File: src/rtl/ycbcr444_to_422_pkg.sv
// Shared types for the 4:4:4 -> 4:2:2 chroma subsampler.
package ycc_pkg;
    localparam int DW_DEF = 10;

    localparam logic CSEL_CB = 1'b0;
    localparam logic CSEL_CR = 1'b1;

    typedef enum logic {
        S_EVEN = 1'b0,
        S_ODD  = 1'b1
    } state_t;

    typedef struct packed {
        logic [DW_DEF-1:0] y;
        logic [DW_DEF-1:0] c;
        logic              c_sel;
        logic              eol;
    } ycc_word_t;
endpackage

File: src/rtl/ycbcr444_to_422_fifo.sv
// Output FIFO: two entries written per cycle (or none), one popped per cycle.
module ycc422_fifo #(
    parameter int WIDTH = 22,
    parameter int DEPTH = 4
) (
    input  logic                     clk,
    input  logic                     rst,
    input  logic                     wr2,
    input  logic [WIDTH-1:0]         wdata0,
    input  logic [WIDTH-1:0]         wdata1,
    input  logic                     rd,
    output logic [WIDTH-1:0]         rdata,
    output logic                     empty,
    output logic [$clog2(DEPTH):0]   free
);
    localparam int PW = $clog2(DEPTH);

    logic [WIDTH-1:0] r_mem [DEPTH];
    logic [PW-1:0]    r_wptr;
    logic [PW-1:0]    r_rptr;
    logic [PW:0]      r_count;
    logic [PW-1:0]    w_wptr1;
    logic [PW:0]      w_inc;
    logic [PW:0]      w_dec;

    assign w_wptr1 = r_wptr + PW'(1);
    assign w_inc   = wr2 ? (PW+1)'(2) : '0;
    assign w_dec   = rd  ? (PW+1)'(1) : '0;

    always_ff @(posedge clk or posedge rst) begin
        if (rst) begin
            r_wptr  <= '0;
            r_rptr  <= '0;
            r_count <= '0;
            for (int i = 0; i < DEPTH; i++) r_mem[i] <= '0;
        end else begin
            if (wr2) begin
                r_mem[r_wptr]  <= wdata0;
                r_mem[w_wptr1] <= wdata1;
                r_wptr         <= r_wptr + PW'(2);
            end
            if (rd) r_rptr <= r_rptr + PW'(1);
            r_count <= r_count + w_inc - w_dec;
        end
    end

    assign rdata = r_mem[r_rptr];
    assign empty = (r_count == '0);
    assign free  = (PW+1)'(DEPTH) - r_count;
endmodule

File: src/rtl/ycbcr444_to_422.sv
// 4:4:4 -> 4:2:2: each pixel pair becomes (Y0,Cb) then (Y1,Cr), chroma averaged.
module ycbcr444_to_422
    import ycc_pkg::*;
#(
    parameter int DW         = DW_DEF,
    parameter int FIFO_DEPTH = 4,
    parameter int CHROMA_AVG = 1
) (
    input  logic          clk,
    input  logic          rst,
    input  logic          s_valid,
    output logic          s_ready,
    input  logic [DW-1:0] s_y,
    input  logic [DW-1:0] s_cb,
    input  logic [DW-1:0] s_cr,
    input  logic          s_eol,
    output logic          m_valid,
    input  logic          m_ready,
    output logic [DW-1:0] m_y,
    output logic [DW-1:0] m_c,
    output logic          m_c_sel,
    output logic          m_eol
);
    typedef struct packed {
        logic [DW-1:0] y;
        logic [DW-1:0] c;
        logic          c_sel;
        logic          eol;
    } word_t;

    localparam int WW = $bits(word_t);
    localparam int FW = $clog2(FIFO_DEPTH) + 1;

    state_t        r_state, w_state_nxt;
    logic [DW-1:0] r_y0, r_cb0, r_cr0;
    logic [DW-1:0] w_cba, w_cra;
    logic [DW:0]   w_cb_sum, w_cr_sum;
    logic          w_room2, w_acc, w_wr2, w_empty, w_rd;
    logic [FW-1:0] w_free;
    word_t         w_word0, w_word1, w_head;

    // DW+1-bit sum keeps the carry; the rounded half always fits in DW bits.
    assign w_cb_sum = {1'b0, r_cb0} + {1'b0, s_cb} + (DW+1)'(1);
    assign w_cr_sum = {1'b0, r_cr0} + {1'b0, s_cr} + (DW+1)'(1);
    assign w_cba    = (CHROMA_AVG != 0) ? w_cb_sum[DW:1] : r_cb0;
    assign w_cra    = (CHROMA_AVG != 0) ? w_cr_sum[DW:1] : r_cr0;

    assign w_room2 = (w_free >= FW'(2));
    assign w_acc   = s_valid & s_ready;

    always_ff @(posedge clk or posedge rst) begin
        if (rst) r_state <= S_EVEN;
        else     r_state <= w_state_nxt;
    end

    always_comb begin
        w_state_nxt = r_state;
        s_ready     = 1'b0;
        w_wr2       = 1'b0;
        w_word0     = '{y: s_y, c: s_cb, c_sel: CSEL_CB, eol: 1'b0};
        w_word1     = '{y: s_y, c: s_cr, c_sel: CSEL_CR, eol: 1'b1};
        unique case (r_state)
            S_EVEN: begin
                s_ready = !rst && (!s_eol || w_room2);
                if (w_acc) begin
                    // An even pixel with eol ends an odd-length line: pad the pair with itself.
                    if (s_eol) w_wr2 = 1'b1;
                    else       w_state_nxt = S_ODD;
                end
            end
            S_ODD: begin
                s_ready = !rst && w_room2;
                w_word0 = '{y: r_y0, c: w_cba, c_sel: CSEL_CB, eol: 1'b0};
                w_word1 = '{y: s_y,  c: w_cra, c_sel: CSEL_CR, eol: s_eol};
                if (w_acc) begin
                    w_wr2       = 1'b1;
                    w_state_nxt = S_EVEN;
                end
            end
            default: w_state_nxt = S_EVEN;
        endcase
    end

    always_ff @(posedge clk or posedge rst) begin
        if (rst) begin
            r_y0  <= '0;
            r_cb0 <= '0;
            r_cr0 <= '0;
        end else if (w_acc && r_state == S_EVEN && !s_eol) begin
            r_y0  <= s_y;
            r_cb0 <= s_cb;
            r_cr0 <= s_cr;
        end
    end

    assign w_rd = !w_empty && m_ready;

    ycc422_fifo #(
        .WIDTH (WW),
        .DEPTH (FIFO_DEPTH)
    ) u_fifo (
        .clk    (clk),
        .rst    (rst),
        .wr2    (w_wr2),
        .wdata0 (w_word0),
        .wdata1 (w_word1),
        .rd     (w_rd),
        .rdata  (w_head),
        .empty  (w_empty),
        .free   (w_free)
    );

    assign m_valid = !w_empty;
    assign m_y     = w_head.y;
    assign m_c     = w_head.c;
    assign m_c_sel = w_head.c_sel;
    assign m_eol   = w_head.eol;
endmodule
File: config.mk
export PLATFORM = sky130hd
export DESIGN_NAME = ycbcr444_to_422
export DESIGN_NICKNAME = d
export VERILOG_FILES = /design/src/rtl/ycbcr444_to_422_pkg.sv /design/src/rtl/ycbcr444_to_422_fifo.sv /design/src/rtl/ycbcr444_to_422.sv
export SDC_FILE = /design/constraint.sdc
export NUM_CORES = 1
export LEC_CHECK = 0
export CAP_MARGIN = 20
export CORE_MARGIN = 1
export CORE_UTILIZATION = 32
export CTS_CLUSTER_DIAMETER = 60
export CTS_CLUSTER_SIZE = 30
export DETAILED_ROUTE_END_ITERATION = 7
export PLACE_DENSITY = 0.55
export SYNTH_ARGS = -nofsm -noshare
export SYNTH_HDL_FRONTEND = slang
export SYNTH_HIERARCHICAL = 1
export SYNTH_SLANG_ARGS = --single-unit
export TNS_END_PERCENT = 10
File: constraint.sdc
create_clock -name clk -period 5.7 [get_ports clk]
set_input_delay 1.14 -clock clk [delete_from_list [all_inputs] [get_ports clk]]
set_output_delay 1.14 -clock clk [all_outputs]
set_load 0.01 [all_outputs]
==> metrics.yaml, run 1 <==
setup_path:
  cp-end-kind: "primary output"
  ff2ff_setup_slack_ns: 3.06
  worstPathRequired_ns: 4.56
  path_max_fanout: 24
  setup.worst_path.class: "flip-flop to primary output"
  start_kind: "flip-flop"
  crit_arrival_ns: 2.48
global_routing:
  grt_busiest_layer: "met2"
  grt_pass1_wl_um: 23800
  overflow: 0
  grt_pass1_vias: 4463
  grt_antenna_before_repair: 0
  met1_usage_pct: 18.3
  use_met2_pct: 23.9
  grt_max_degree: 56
  use_met3_pct: 3.88
  track_usage_pct: 14.4
power_and_ir_drop:
  leakagePower_nw: 3.56
  p_sw_w: 0.00158
  p_sw_share_pct: 32.2
  combPwrFrac_pct: 44.4
  power_density_nw_per_um2: 602
  sequentialPowerShare_pct: 33.0
  clkPwrFrac_pct: 22.6
  internal_power_w: 0.00332
  vdd_drop_max_v: 0.000235
drt:
  drt_iter0_markers: 264
  dr_total_vias: 4097
  wire_per_inst_um: 16.9
  antenna_left: 0
  drt-pass1-iter-count: 4
  route.detailed.drc: 0
  wirelength_um: 14200
  avgViaCountPerCell: 4.89
finish:
  final_area_sq_um: 8140
  num_antenna_cells: 0
  synthToLayoutAreaGrowth_pct: 20.5
  num-fill-cells: 1907
  multi_input_area_sq_um: 3320
  final_common_cell: "dfrtp_1"
  utilization_pct: 39.8
  regArea_sq_um: 3130
  fin_nets: 615
  final_cell_mix: "dfrtp_1 (124), mux2_2 (88), clkdlybuf4s50_1 (58)"
  layout-drive-gt1-share_pct: 35.0
  fin_cells: 838
floorplan:
  die_area_sq_um: 21700
  initial_core_util_pct: 33.0
  core_area_sq_um: 20400
  io_pins: 59
  die_h_um: 147
  rows: 52
  die_w_um: 147
sta:
  setup_viol: 0
  whs_ns: 0.476
  hold_viol: 0
  period_minus_slack_ns: 3.62
  max_freq_ghz: 0.276
  final.setup.tns_ns: 0
  skew_ns: 0.00667
  period_share_pct: 63.5
  worst_pin_slew_ns: 0.887
  rsz0062_at_grt: "false"
  drv_slew: 0
  relSlewSlack_pct: 40.9
logic_synthesis:
  syn_area_per_cell_sq_um: 13.7
  syn_inst: 491
  ys_warn_count: 6
  syn_area_sq_um: 6750
clocking:
  htreeDepth: 4
  postCtsHoldBufs: 0
  cts_buffers: 17
  cts_tree: "yes"
  cts_buffer_depth: 2
  clkTransAtPathRegs_ns: 0.06
  cts_sinks: 125
  post_cts_resized: 0
  cts_setup_buffers: 0
  clkLatencyLatePin_ns: 0.42
  cts_root_buf: "clkbuf_16"
placed_design:
  port_buffers: 58
  place.gp.congestion: 0.720
  placed_area_sq_um: 7470
  dp_cells: 804
  dpl.hpwl_um: 9580
flow_run:
  cap_violations: 0
worst_hold_path:
  hp-class: "flip-flop to flip-flop"
run_status:
  status: "finished clean"
[metrics by stage]
stage	setup slack, ns	power [W]
6_report	2.08	0.00490
5_1_grt	1.92	0.00524
2_1_floorplan	2.11	0.00314
4_1_cts	1.97	0.00496
3_3_place_gp	2.06	0.00374
3_5_place_dp	1.98	0.00383
[metal layers]
metal,vias up,routed length (um)
li1,1915,-
met1,2089,6420
met2,78,7120
met3,15,512
met4,0,153
met5,-,0
[sequential cells by signal, summed over array words and instances, names as in the netlist]
name	count
u_fifo/r_count	3
u_fifo/r_rptr	2
u_fifo/r_mem	88
r_cb0	10
r_y0	10
u_fifo/r_wptr	1
r_state	1
r_cr0	10
[path summary, 6_finish.rpt]
check / startpoint / end / depth (start not counted)
max: u_fifo/r_rptr[0] / m_c[2] / 2
min: u_fifo/r_count[2] / u_fifo/r_count[2] / 1
max reg2reg: u_fifo/r_count[0] / u_fifo/r_mem[33] / 11
min reg2reg: u_fifo/r_count[2] / u_fifo/r_count[2] / 1
max in group asynchronous: rst / u_fifo/r_rptr[0] / 4
min in group asynchronous: rst / u_fifo/r_count[1] / 2
[area by class of cell]
| type | count | share of cell area, % |
|---|---|---|
| Tap cell | 270 | 4.15 |
| Inverter | 19 | 0.892 |
| Multi-Input combinational cell | 327 | 40.8 |
| Sequential cell | 125 | 38.5 |
| Clock buffer | 19 | 5.44 |
| Timing Repair Buffer | 65 | 8.27 |
| Clock inverter | 13 | 2.01 |
[critical path, stage by stage, from the launching register on]
cell             delay [ns]
dfrtp_2                0.91
mux4_2                 0.63
clkdlybuf4s50_1        0.50
[power by group through the flow]
stage | logic [W] | registers, W | clock network [W]
CTS | 0.00220 | 0.00163 | 0.00114
detailed placement | 0.00219 | 0.00163 | 0
global placement | 0.00214 | 0.00160 | 0
finish | 0.00218 | 0.00162 | 0.00111
global route | 0.00237 | 0.00169 | 0.00118
floorplan | 0.00165 | 0.00149 | 0
Note: power is estimated with default switching activity, not from simulation.
==> inputs of run 2 (changes only) <==
- clock period: 5.7 -> 3.4 ns (I/O delays scaled with it)
==> metrics.yaml, run 2 (synthesis gave the netlist of run 1 again) <==
run_status:
  status: "finished clean"
finish:
  largest_reg_flops: 88
  layout-drive-gt1-share_pct: 35.8
  synthToLayoutAreaGrowth_pct: 21.4
  final_common_cell: "dfrtp_1"
  num_antenna_cells: 0
  final_cell_mix: "dfrtp_1 (124), mux2_2 (88), clkdlybuf4s50_1 (58)"
  final_area_sq_um: 8200
  regArea_sq_um: 3130
  multi_input_area_sq_um: 3320
  fin_nets: 621
  num-fill-cells: 1957
  regMostFlops: "u_fifo/r_mem"
drt:
  wirelength_um: 14200
  avgViaCountPerCell: 4.86
  antenna_left: 0
  drt_iter0_markers: 206
  dr_total_vias: 4095
  route.detailed.drc: 0
  drt-pass1-iter-count: 4
  wire_per_inst_um: 16.8
global_routing:
  grt_max_degree: 50
  overflow: 0
  use_met3_pct: 3.82
  grt_antenna_before_repair: 0
  use_met2_pct: 23.2
  met1_usage_pct: 18.9
  grt_pass1_wl_um: 24000
  grt_busiest_layer: "met2"
  track_usage_pct: 14.4
  grt_pass1_vias: 4566
clocking:
  cts_sinks: 125
  cts_buffer_depth: 2
  cts_setup_buffers: 0
  clkTransAtPathRegs_ns: 0.06
  clkLatencyLatePin_ns: 0.41
  postCtsHoldBufs: 0
  post_cts_resized: 0
  htreeDepth: 4
  cts_buffers: 17
  cts_tree: "yes"
  cts_root_buf: "clkbuf_16"
sta:
  setup_viol: 0
  period_share_pct: 86.0
  drv_slew: 0
  worst_pin_slew_ns: 0.883
  max_freq_ghz: 0.342
  final.setup.tns_ns: 0
  whs_ns: 0.482
  setup_ws_ns: 0.475
  hold_viol: 0
  period_minus_slack_ns: 2.93
  skew_ns: 0.00671
  relSlewSlack_pct: 41.1
  rsz0062_at_grt: "false"
setup_path:
  reg2reg_depth: 14
  crit_buf_inv: 2
  ff2ff_setup_slack_ns: 0.90
  r2r_end: "u_fifo/r_count[2]"
  start_kind: "flip-flop"
  crit_family: "buffers and inverters"
  crit_end: "m_c[8]"
  cp_slowest_cell: "clkdlybuf4s50_1"
  crit_path_max_incr_delay_ns: 0.55
  crit_arrival_ns: 2.25
  rr_startpoint: "u_fifo/r_count[0]"
  crit_cells: 3
  crit_chain: "buf_12, mux4_2, clkdlybuf4s50_1"
  setup.worst_path.class: "flip-flop to primary output"
  cp-end-kind: "primary output"
  path_max_fanout: 18
  cp-startpoint: "u_fifo/r_rptr[0]"
  worstPathRequired_ns: 2.72
power_and_ir_drop:
  p_total_w: 0.00832
  power_density_nw_per_um2: 1020
  leakagePower_nw: 3.59
  vdd_drop_max_v: 0.000312
floorplan:
  die_w_um: 147
  core_area_sq_um: 20400
  io_pins: 59
  rows: 52
  initial_core_util_pct: 33.0
  die_area_sq_um: 21700
  die_h_um: 147
placed_design:
  place.gp.congestion: 0.798
  place_ws_ns: 0.344
  dpl.hpwl_um: 9860
  placed_area_sq_um: 7570
  port_buffers: 58
worst_hold_path:
  whs_path_depth: 1
  hp-class: "flip-flop to flip-flop"
flow_run:
  cap_violations: 0
## run 2: cell count changes in the layout (fill, tap and decap cells not counted)
cell        change
inv_6           +1
clkbuf_1        -1
buf_12          +3
buf_16          -2
clkinvlp_4      +1
clkinv_4        -2
bufinv_16       +1
clkinv_2        -1
buf_4           +5
## run 2: power by group
part	internal [W]	switching (W)	total, W	leakage, nW
Sequential	0.00223	0.000423	0.00265	1.49
Clock	0.00125	0.000673	0.00192	0.299
Combinational	0.00221	0.00155	0.00376	1.80
## run 2: worst min-delay path by stage
stage,startpoint,to,slack [ns]
floorplan,u_fifo/r_count[2],u_fifo/r_count[2],0.45
global placement,r_y0[9],r_y0[9],0.47
detailed placement,u_fifo/r_count[2],u_fifo/r_count[2],0.47
CTS,u_fifo/r_count[2],u_fifo/r_count[2],0.48
global route,u_fifo/r_count[2],u_fifo/r_count[2],0.50
finish,u_fifo/r_count[2],u_fifo/r_count[2],0.48
## run 2: final cells by class
| class | count | share of cell area (%) |
|---|---|---|
| Tap cell | 270 | 4.12 |
| Multi-Input combinational cell | 327 | 40.4 |
| Sequential cell | 125 | 38.2 |
| Clock inverter | 13 | 2.29 |
| Inverter | 19 | 0.885 |
| Clock buffer | 18 | 5.36 |
| Timing Repair Buffer | 71 | 8.73 |
## run 2: metrics by stage
stage          utilization (%)  std cells
2_1_floorplan                -        495
3_3_place_gp              37.1        812
3_5_place_dp              37.1        812
4_1_cts                   40.1        843
5_1_grt                   40.1        843
6_report                  40.1        843
## run 2: layer usage
metal,up-vias,share of wire (%)
li1,1925,-
met1,2096,48
met2,67,48
met3,7,3.1
met4,0,0.81
met5,-,0
## run 2: worst reg2reg max path, cell delays in order, from the launching register on
cell and delay (ns):
dfrtp_1 0.32, inv_1 0.05, ha_1 0.19, ha_1 0.26, inv_1 0.05, nor3_1 0.04, nor2_1 0.13, nand2_1 0.09
nor2_1 0.36, inv_1 0.10, ha_1 0.29, inv_1 0.04, ha_1 0.19, xnor2_1 0.19, xnor2_1 0.14
